**src/rtl/toggle_event_decoder.sv**
```systemverilog
// Toggle-to-pulse event decoder.
// Synchronises a toggle line, emits a pulse per edge, counts events.
module toggle_event_decoder #(
  parameter int SYNC_STAGES = 2,
  parameter int CNT_WIDTH   = 8
) (
  input  logic                 clk,
  input  logic                 rst_n,
  input  logic                 tog_in,
  input  logic                 en,
  input  logic                 clr,
  output logic                 armed,
  output logic                 level,
  output logic                 pulse,
  output logic [CNT_WIDTH-1:0] count,
  output logic                 overflow
);

  localparam int PW = $clog2(SYNC_STAGES + 2);

  logic [SYNC_STAGES-1:0] sync;
  logic [PW-1:0]          prime;
  logic                   s_last;
  logic                   toggle;
  logic                   event_ok;
  logic                   wrap;

  assign s_last   = sync[SYNC_STAGES-1];
  assign toggle   = s_last ^ level;
  assign event_ok = armed & en & toggle;
  assign wrap     = (count == {CNT_WIDTH{1'b1}});

  // Synchroniser chain and previous-level register, always tracking.
  always_ff @(posedge clk or negedge rst_n) begin
    if (!rst_n) begin
      sync  <= '0;
      level <= 1'b0;
    end else begin
      sync  <= {sync[SYNC_STAGES-2:0], tog_in};
      level <= s_last;
    end
  end

  // Priming: arm once chain and level hold post-reset data.
  always_ff @(posedge clk or negedge rst_n) begin
    if (!rst_n) begin
      prime <= '0;
      armed <= 1'b0;
    end else if (!armed) begin
      prime <= prime + PW'(1);
      if (prime == PW'(SYNC_STAGES))
        armed <= 1'b1;
    end
  end

  // Registered event pulse, suppressed until armed.
  always_ff @(posedge clk or negedge rst_n) begin
    if (!rst_n)
      pulse <= 1'b0;
    else
      pulse <= event_ok;
  end

  // Wrapping event counter with sticky overflow; clear wins.
  always_ff @(posedge clk or negedge rst_n) begin
    if (!rst_n) begin
      count    <= '0;
      overflow <= 1'b0;
    end else if (clr) begin
      count    <= '0;
      overflow <= 1'b0;
    end else if (event_ok) begin
      count <= count + CNT_WIDTH'(1);
      if (wrap)
        overflow <= 1'b1;
    end
  end

endmodule

```
**config.mk**
```make
export PLATFORM = sky130hd
export DESIGN_NAME = toggle_event_decoder
export DESIGN_NICKNAME = d
export VERILOG_FILES = /design/src/rtl/toggle_event_decoder.sv
export SDC_FILE = /design/constraint.sdc
export NUM_CORES = 1
export LEC_CHECK = 0
export ABC_AREA = 1
export BUFFER_PORTS_ARGS = -buffer_cell sky130_fd_sc_hd__buf_2
export CORE_MARGIN = 4
export CORE_UTILIZATION = 29
export CTS_BUF_LIST = sky130_fd_sc_hd__clkbuf_8
export DETAILED_ROUTE_END_ITERATION = 8
export GPL_TIMING_DRIVEN = 1
export RECOVER_POWER = 25
export SLEW_MARGIN = 20
export SYNTH_ARGS = -nofsm -noshare
export SYNTH_HDL_FRONTEND = slang
export SYNTH_SLANG_ARGS = --single-unit
```
**constraint.sdc**
```tcl
create_clock -name clk -period 2.7 [get_ports clk]
set_input_delay 0.54 -clock clk [delete_from_list [all_inputs] [get_ports clk]]
set_output_delay 0.54 -clock clk [all_outputs]
set_load 0.01 [all_outputs]
```
## Word-level counts from Yosys, hierarchy flattened

Index checks and enable logic that the tools add are counted.

| word-level totals | value |
|---|---|
| flip-flop bits (word level) | 16 |
| input bits | 5 |
| output and inout port bits | 12 |
| logic and storage cells | 24 |

| cells by class | value |
|---|---|
| add/subtract/negate cells | 2 |
| equality and inequality tests | 2 |
| multiplexer cells | 7 |
| bitwise gates (word level) | 3 |
| reduce and logical (&&, ||, !) cells | 3 |

Operators with widths:

| kind | number |
|---|---|
| 2-to-1 mux 8 bit | 2 |
| adder 8 x 1 -> 8 bit, second input constant | 1 |
| == test 8 bit, second input constant | 1 |
| 2-to-1 mux 1 bit | 5 |
| nonzero test 2 bit | 2 |
| adder 2 x 1 -> 2 bit, second input constant | 1 |
| AND 1 bit | 2 |
| == test 2 bit, second input constant | 1 |
| AND reduction 2 bit | 1 |
| XOR 1 bit | 1 |

## Logic depth before layout (Yosys ltp)

Gate-level depths: netlist (run 1).

| depth | value |
|---|---|
| word-level depth | 4 |
| gate-level depth with buffers | 8 |
| depth with buffers taken out | 8 |

## Worst setup path after synthesis (run 1)

Ideal clock, no wire load.

| timing path | value |
|---|---|
| kind | reg2reg |
| start point | register count[0] |
| end point | register count[6] |
| setup time | 117 ps |
| arrival time | 1090 ps |
| required time | 2583 ps |
| path slack | 1493 ps |
| stages on the path, launching flop included | 9 |
| buffers on the path | 0 |
| period minus slack after synthesis | 1207 ps |
| path through | dfrtp_1 ha_1 nand2_2 nor2_4 nand2_2 nor2_4 nand2_1 nand2_1 nor2_1 |

| on the way | value |
|---|---|
| cells in the longest elaborated chain, start to end | 3 |

Ends and longest elaborated chain:

| what | line | source |
|---|---|---|
| from (decl) | 15 | `output logic [CNT_WIDTH-1:0] count,` |
| from (signal assigned) | 73 | `count <= count + CNT_WIDTH'(1);` |
| adder 8 x 1 -> 8 bit | 73 |  |
| 2-to-1 mux 8 bit | 72 | `end else if (event_ok) begin` |
| 2-to-1 mux 8 bit | 69 | `end else if (clr) begin` |

No other way between the ends. The select of a mux whose other input is x is not followed.
A chain may end at the register's enable or synchronous reset.

## Final worst setup path (run 1)

| timing path | value |
|---|---|
| start point | register armed |
| end point | output armed |

RTL lines:

| what | line | source |
|---|---|---|
| from (decl) | 12 | `output logic armed,` |
| from (signal assigned) | 48 | `armed <= 1'b0;` |
| from (signal assigned) | 52 | `armed <= 1'b1;` |

No word-level cell between the ends.

==> flow_metrics.env, run 1 <==
export IMPL_outcome="complete, no violations"
export IMPL_crit_arrival_ns=0.86
export IMPL_synth_top_flop_cell="dfrtp_1"
export IMPL_p_per_area_nw_per_um2=521
export IMPL_dpl_cell_area_um2=923
export IMPL_core_area_um2=2570
export IMPL_vias=664
export IMPL_cts_htree_levels=1
export IMPL_via_per_inst=4.64
export IMPL_yosysTopAreaCellShare=0.494
export IMPL_cts_path_max_buffers=2
export IMPL_finalHoldViolCount=0
export IMPL_die_w_um=60.9
export IMPL_min_path_cells=0
export IMPL_detailed_place_hpwl_um=1230
export IMPL_rsz0062_at_grt="no"
export IMPL_initial_core_util=0.316
export IMPL_r2r_start="count[0]"
export IMPL_insertion_delay_ns=0.25
export IMPL_maxCapViolCount=0
export IMPL_yosysTopAreaCell="dfrtp_1"
export IMPL_place_inst=139
export IMPL_grt_pass1_wl_um=2940
export IMPL_globalplace_congestion=0.831
export IMPL_synthToLayoutAreaGrowth_pct=20.5
export IMPL_p_leak_nw=0.495
export IMPL_fin_worst_skew_ns=0.00184
export IMPL_critPathCaptureType="output port"
export IMPL_ir_worst_vdd_uv=221
export IMPL_fin_nets=121
export IMPL_grt_usage=0.109
export IMPL_power_uw=509
export IMPL_wl_met1_um=708
export IMPL_setup_viol_count_final=0
export IMPL_antenna_found_initial=0
export IMPL_wl_met2_um=816
export IMPL_postCtsHoldBufs=0
export IMPL_syn_num_nets=101
export IMPL_path_cells="buf_2"
export IMPL_num_rows=18
export IMPL_synthCells=94
export IMPL_drive_gt1_frac=0.310
export IMPL_routedWlPerCell_um=11.2
export IMPL_portBuffers=16
export IMPL_worst_r2r_cell_count=8
export IMPL_tightest_slew_ns=0.872
export IMPL_r2r_slack_ns=1.44
export IMPL_grt_start_max_net_pins=17
export IMPL_tritoncts="done"
export IMPL_r2r_end="count[6]"
export IMPL_yosysMostFrequentCell="nand2_1"
export IMPL_synth_edff_count=0
export IMPL_cts_sinks=16
export IMPL_wl_um=1610
export IMPL_synth_cell_types=19
export IMPL_pin_count=17
export IMPL_async_flop_share=1.00
export IMPL_min_path_type="flip-flop to flip-flop"
export IMPL_crit_fanout=6
export IMPL_overflow=0
export IMPL_yosysSeqAreaShare=0.494
export IMPL_ant_nets=0
export IMPL_clk_pin_slew_ns=0.06
export IMPL_slowest_stage="dfrtp_1"
export IMPL_grt_pass1_vias=674
export IMPL_die_y_um=60.9
export IMPL_synth_commonest_cells="nand2_1 (27), dfrtp_1 (16), inv_1 (9), nand3_1 (6), nor2_1 (6)"
export IMPL_final_setup_tns_ns=0
export IMPL_cp_num_buf_inv=1
export IMPL_die_area_um2=3710
export IMPL_drc=0
export IMPL_fin_cells=143
export IMPL_netlist_top_cells_area="dfrtp_1 (49%), nand2_1 (13%), inv_1 (4.2%)"
export IMPL_fmax_ghz=0.716
export IMPL_path_class="flip-flop to output port"
export IMPL_post_cts_setup_buffers=0
export IMPL_synth_cell_area_um2=811
export IMPL_diodes=0
export IMPL_slew_headroom=0.418
export IMPL_finalCritPeriodShare=0.517
export IMPL_ys_seq_elements=16
export IMPL_cts_root_buf="clkbuf_8"
export IMPL_worstSetupStartpointType="flip-flop"
export IMPL_top_layer="met4"
export IMPL_ctsResizeCount=0
export IMPL_min_to="sync[1]"
export IMPL_yosys_warnings=0
export IMPL_final_area_um2=977
export IMPL_drt_pass1_iterations=4
export IMPL_post_synth_cell_area_avg_um2=8.63
export IMPL_crit_required_ns=2.16
export IMPL_hold_start="sync[0]"
export IMPL_cts_buffers=3
export IMPL_drtIter0Drc=11
export IMPL_period_needed_ns=1.40
export IMPL_drv_slew=0
export IMPL_cpLargestDelayFamily="flip-flops"
export IMPL_max_stage_delay_ns=0.44
export IMPL_met3_length_um=34
-- registers in the layout, summed over array words and instances (netlist names) --
| name | flops |
|---|---|
| prime | 2 |
| armed | 1 |
| count | 8 |
| pulse | 1 |
| overflow | 1 |
| level | 1 |
| sync | 2 |
-- cell usage in the layout (no fill, tap or decap) --
cell type  netlist  final
o21ai_1          2      2
buf_2            1     15
nand3_4          1      1
nor2_4           3      3
inv_2            2      2
o21ai_2          1      1
clkbuf_1         0      1
nand2_4          1      1
nand2_1         27     27
nand3_1          6      6
or2_2            2      2
nand4_1          4      4
inv_1            9      9
dfrtp_1         16     16
xnor2_1          1      1
clkbuf_8         0      4
inv_4            1      1
ha_1             2      2
nor2_1           6      6
nand2_2          5      5
o21ai_0          4      4
-- metrics by stage --
stage | setup WS [ns] | utilization | hold slack, ns
floorplan | 1.49 | - | 0.244
global placement | 1.40 | 0.360 | 0.344
detailed placement | 1.37 | 0.360 | 0.347
CTS | 1.29 | 0.381 | 0.205
global route | 1.25 | 0.381 | 0.369
finish | 1.30 | 0.381 | 0.360
-- worst max-delay path by stage --
stage / slack (ns) / from / cells after the start / endpoint
after detailed placement: 1.37 / clr / 6 / count[5]
after global placement: 1.40 / clr / 6 / count[5]
after global routing: 1.25 / armed / 1 / armed
final: 1.30 / armed / 1 / armed
after CTS: 1.29 / armed / 1 / armed
after floorplan: 1.49 / count[0] / 8 / count[6]
-- power breakdown --
part | switching (mW) | internal, mW
Combinational | 0.0292 | 0.0135
Clock | 0.0854 | 0.129
Sequential | 0.00506 | 0.247
Total | 0.120 | 0.390
-- layout make-up --
| cell class | count | area (µm²) |
|---|---|---|
| well taps | 30 | 37.5 |
| repair buffers | 16 | 78.8 |
| multi-input cells | 65 | 358 |
| clock buffers | 4 | 55.1 |
| fillers | 283 | 1590 |
| inverters | 12 | 47.5 |
| flip-flops and latches | 16 | 400 |
-- per-layer routing --
layer,global-route usage,vias to the layer above
li1,-,336
met1,0.131,316
met2,0.180,8
met3,0.0128,4
met4,0.0743,0
met5,0,-
-- kinds of logic (layout without fill, tap and decap cells) --
family | count (synthesis) | in the layout | share of synthesized area
AND/OR/NAND/NOR | 55 | 55 | 0.352
flip-flops | 16 | 16 | 0.494
buffers and inverters | 13 | 32 | 0.0648
AO/OA/AOI/OAI | 7 | 7 | 0.0478
adder cells (fa/ha/maj) | 2 | 2 | 0.0309
XOR/XNOR | 1 | 1 | 0.0108
No activity file was read; power rests on OpenSTA's default activity.
==> run 2, diff against run 1 <==
clock period = 1.2 ns   (was 2.7 ns; I/O delays follow)
==> flow_metrics.env, run 2 (synthesized netlist as in run 1, its figures left out) <==
export IMPL_outcome="complete, no violations"
export IMPL_via_per_inst=4.57
export IMPL_worst_r2r_cell_count=8
export IMPL_fin_worst_skew_ns=0.00561
export IMPL_p_per_area_nw_per_um2=1130
export IMPL_r2r_start="count[1]"
export IMPL_wl_um=1610
export IMPL_fin_ws_ns=0.00772
export IMPL_fillers=275
export IMPL_cts_htree_levels=1
export IMPL_cpLargestDelayFamily="flip-flops"
export IMPL_r2r_end="count[6]"
export IMPL_overflow=0
export IMPL_top_regs="count: 8 flops, prime: 2 flops, sync: 2 flops"
export IMPL_grt_usage=0.106
export IMPL_finalCritPeriodShare=0.994
export IMPL_largest_register_ffs=8
export IMPL_min_path_cells=1
export IMPL_drtIter0Drc=6
export IMPL_final_area_um2=1030
export IMPL_globalplace_congestion=0.761
export IMPL_tritoncts="done"
export IMPL_place_ws_ns=0.0445
export IMPL_layout_commonest_cell="nand2_1"
export IMPL_slowest_stage="dfrtp_1"
export IMPL_power_switching_uw=279
export IMPL_drc=0
export IMPL_synthToLayoutAreaGrowth_pct=27.6
export IMPL_grt_pass1_wl_um=2890
export IMPL_p_int_uw=887
export IMPL_ant_nets=0
export IMPL_r2r_slack_ns=0.05
export IMPL_die_area_um2=3710
export IMPL_drt_pass1_iterations=3
export IMPL_portBuffers=16
export IMPL_crit_required_ns=0.96
export IMPL_hold_start="tog_in"
export IMPL_detailed_place_hpwl_um=1240
export IMPL_grt_pass1_vias=683
export IMPL_insertion_delay_ns=0.25
export IMPL_p_leak_nw=0.528
export IMPL_netSwitchingFraction=0.239
export IMPL_dpl_cell_area_um2=946
export IMPL_initial_core_util=0.316
export IMPL_path_cells="buf_4 -> buf_2"
export IMPL_cts_path_max_buffers=2
export IMPL_power_frac_seq=0.485
export IMPL_vias=672
export IMPL_ir_worst_vdd_uv=649
export IMPL_slew_headroom=0.731
export IMPL_final_setup_tns_ns=0
export IMPL_comb_power_share=0.096
export IMPL_routedWlPerCell_um=10.9
export IMPL_clk_pin_slew_ns=0.07
export IMPL_setup_viol_count_final=0
export IMPL_period_needed_ns=1.19
export IMPL_crit_fanout=4
export IMPL_min_to="sync[0]"
export IMPL_rsz0062_at_grt="yes"
export IMPL_die_w_um=60.9
export IMPL_cts_root_buf="clkbuf_8"
export IMPL_grt_start_max_net_pins=17
export IMPL_die_y_um=60.9
export IMPL_critPathCaptureType="output port"
export IMPL_largest_register="count"
export IMPL_diodes=0
export IMPL_layout_common_cells="nand2_1 (26), dfrtp_1 (15), buf_2 (15)"
export IMPL_path_class="flip-flop to output port"
export IMPL_fin_nets=125
export IMPL_maxCapViolCount=0
export IMPL_finalHoldViolCount=0
export IMPL_fmax_ghz=0.839
export IMPL_crit_arrival_ns=0.95
export IMPL_pin_count=17
export IMPL_antenna_found_initial=0
export IMPL_max_stage_delay_ns=0.41
export IMPL_drive_gt1_frac=0.368
export IMPL_cts_buffers=3
export IMPL_tightest_slew_ns=0.404
export IMPL_cp_num_buf_inv=2
export IMPL_core_area_um2=2570
export IMPL_worstSetupStartpointType="flip-flop"
export IMPL_clkPwrFrac=0.419
export IMPL_cts_sinks=16
export IMPL_min_path_type="primary input to flip-flop"
export IMPL_drv_slew=0
export IMPL_final_util=0.403
export IMPL_num_rows=18
[run 2: routing by layer]
| metal | up-vias | track usage | share of wire |
|---|---|---|---|
| met5 | - | 0 | 0 |
| met1 | 316 | 0.115 | 0.41 |
| li1 | 343 | - | - |
| met2 | 9 | 0.185 | 0.53 |
| met4 | 0 | 0.0650 | 0.029 |
| met3 | 4 | 0.0255 | 0.030 |
[run 2: cell type report]
class                      instances  area [µm²]  area share
tap                               30        37.5      0.0363
multi-input combinational         65         380       0.368
inverter                          12        47.5      0.0459
sequential                        16         402       0.388
timing repair buffer              20         113       0.109
clock buffer                       4        55.1      0.0532
[run 2: metrics by stage]
stage | hold slack (ns) | total power [mW] | cells
after detailed placement | 0.181 | 0.684 | 142
final | 0.0921 | 1.17 | 147
after global placement | 0.175 | 0.682 | 142
after global routing | 0.0848 | 1.22 | 147
after CTS | 0.0879 | 1.18 | 147
after floorplan | -0.0556 | 0.635 | 94
[run 2: what timing repair did]
action / 4_1_cts / 5_1_grt
buffers inserted: 0 / 0
hold endpoints to repair: 16 / 0
setup endpoints to repair: 0 / 5
resized for setup: 0 / 6
hold buffers: 1 / 0
[run 2: worst max path at each step]
stage / startpoint / end / slack, ns / depth (start not counted)
global route: count[1] / overflow / -0.05 / 8
global placement: count[0] / count[6] / 0.08 / 8
floorplan: count[0] / count[6] / -0.007 / 8
detailed placement: count[0] / count[6] / 0.04 / 8
finish: count[0] / count[0] / 0.008 / 2
CTS: armed / armed / 0.03 / 2
[run 2: power groups by stage]
stage	Clock (mW)	Sequential, mW	Combinational [mW]
final	0.488	0.566	0.112
after global placement	0	0.573	0.109
after floorplan	0	0.582	0.0538
after global routing	0.523	0.567	0.127
after detailed placement	0	0.574	0.110
after CTS	0.499	0.563	0.113
==> run 3, diff against run 2 <==
--- a/config.mk
+++ b/config.mk
@@ -14,3 +14,2 @@
 export GPL_TIMING_DRIVEN = 1
-export RECOVER_POWER = 25
 export SLEW_MARGIN = 20
--- a/constraint.sdc
+++ b/constraint.sdc
@@ -3,2 +3,2 @@
 set_output_delay 0.24 -clock clk [all_outputs]
-set_load 0.01 [all_outputs]
+set_load 0.05 [all_outputs]
==> flow_metrics.env, run 3 (synthesized netlist as in run 1, its figures left out) <==
export IMPL_clk_pin_slew_ns=0.07
export IMPL_vias=660
export IMPL_slowest_stage="dfrtp_2"
export IMPL_cp_num_buf_inv=1
export IMPL_max_stage_delay_ns=0.41
export IMPL_finalHoldViolCount=0
export IMPL_globalplace_congestion=0.817
export IMPL_portBuffers=16
export IMPL_grt_usage=0.0967
export IMPL_place_ws_ns=0.0438
export IMPL_power_mw=1.12
export IMPL_critPathCaptureType="output port"
export IMPL_layout_commonest_cell="nand2_1"
export IMPL_post_cts_setup_buffers=0
export IMPL_grt_util_met2=0.168
export IMPL_antenna_found_initial=0
export IMPL_num_rows=18
export IMPL_grt_busiest_layer="met2"
export IMPL_largest_register="count"
export IMPL_comb_power_share=0.126
export IMPL_insertion_delay_ns=0.25
export IMPL_cts_path_max_buffers=2
export IMPL_slew_headroom=0.741
export IMPL_place_inst=139
export IMPL_rsz0062_at_grt="yes"
export IMPL_power_frac_seq=0.507
export IMPL_period_needed_ns=1.19
export IMPL_cts_htree_levels=1
export IMPL_top_regs="count: 8 flops, prime: 2 flops, sync: 2 flops"
export IMPL_clkPwrFrac=0.367
export IMPL_fin_worst_skew_ns=0.0121
export IMPL_final_setup_tns_ns=0
export IMPL_drc=0
export IMPL_routedWlPerCell_um=10.9
export IMPL_drt_pass1_iterations=4
export IMPL_p_per_area_nw_per_um2=1100
export IMPL_synthToLayoutAreaGrowth_pct=25.8
export IMPL_outcome="complete, no violations"
export IMPL_tritoncts="done"
export IMPL_ir_worst_vdd_uv=649
export IMPL_die_y_um=60.9
export IMPL_p_int_uw=819
export IMPL_largest_register_ffs=8
export IMPL_ant_nets=0
export IMPL_path_class="flip-flop to output port"
export IMPL_grt_pass1_vias=635
export IMPL_detailed_place_hpwl_um=1200
export IMPL_fin_nets=122
export IMPL_pin_count=17
export IMPL_grt_start_max_net_pins=17
export IMPL_tightest_slew_ns=0.388
export IMPL_finalCritPeriodShare=0.991
export IMPL_p_leak_nw=0.500
export IMPL_drv_slew=0
export IMPL_setup_viol_count_final=0
export IMPL_overflow=0
export IMPL_min_path_type="primary input to flip-flop"
export IMPL_wl_um=1570
export IMPL_die_w_um=60.9
export IMPL_crit_fanout=5
export IMPL_path_cells="buf_2"
export IMPL_fin_cells=144
export IMPL_cts_root_buf="clkbuf_8"
export IMPL_maxCapViolCount=0
export IMPL_layout_common_cells="nand2_1 (27), buf_2 (11), inv_1 (10)"
export IMPL_die_area_um2=3710
export IMPL_drive_gt1_frac=0.395
export IMPL_crit_required_ns=0.96
export IMPL_initial_core_util=0.316
export IMPL_netSwitchingFraction=0.272
export IMPL_diodes=0
export IMPL_core_area_um2=2570
export IMPL_grt_pass1_wl_um=2660
export IMPL_via_per_inst=4.58
export IMPL_worstSetupStartpointType="flip-flop"
export IMPL_grt_use_met1=0.118
export IMPL_whs_ns=0.104
export IMPL_fmax_ghz=0.841
export IMPL_fin_ws_ns=0.0104
export IMPL_power_switching_uw=305
export IMPL_crit_arrival_ns=0.95
export IMPL_drtIter0Drc=13
export IMPL_cts_sinks=16
export IMPL_grtUsageMet3=0.0191
export IMPL_cpLargestDelayFamily="flip-flops"
export IMPL_cts_buffers=3
## run 3: cell count changes in the layout (fill, tap and decap cells not counted), sizes merged
| cell | change |
|---|---|
| buf | -6 |
| inv | +1 |
| clkbuf | +2 |
## run 3: timing repair
action,CTS,global route
setup endpoints to repair,1,7
endpoints found under the hold margin,16,0
hold buffers,1,0
gates resized for setup,1,4
## run 3: per-layer routing
layer,vias up,share of wire
met5,-,0
met4,0,0.0076
met3,2,0.020
met2,7,0.51
met1,314,0.46
li1,337,-
## run 3: layout make-up
class | count | area, µm²
fillers | 274 | 1550
multi-input cells | 65 | 375
well taps | 30 | 37.5
clock buffers | 3 | 41.3
inverters | 12 | 47.5
flip-flops and latches | 16 | 412
repair buffers | 17 | 103
clock inverters | 1 | 3.75
## run 3: metrics by stage
| step | utilization | area [µm²] |
|---|---|---|
| 5_1_grt | 0.397 | 1020 |
| 3_3_place_gp | 0.371 | 952 |
| 2_1_floorplan | - | 840 |
| 4_1_cts | 0.393 | 1010 |
| 6_report | 0.397 | 1020 |
| 3_5_place_dp | 0.371 | 952 |
## run 3: power by group through the flow
stage	logic [mW]	clock network, mW	registers (mW)
2_1_floorplan	0.0552	0	0.623
3_3_place_gp	0.141	0	0.579
3_5_place_dp	0.141	0	0.580
4_1_cts	0.144	0.415	0.570
5_1_grt	0.156	0.446	0.572
6_report	0.142	0.412	0.570
## run 3: final timing paths
kind	startpoint	end	depth (start not counted)	slack [ns]
max in group asynchronous	rst_n	level	2	0.46
min in group asynchronous	rst_n	count[4]	2	0.45
worst max-delay path	count[0]	count[0]	1	0.01
worst max register to register	count[0]	count[6]	8	0.04
worst min-delay path	tog_in	sync[0]	1	0.10
worst min register to register	sync[0]	sync[1]	0	0.35
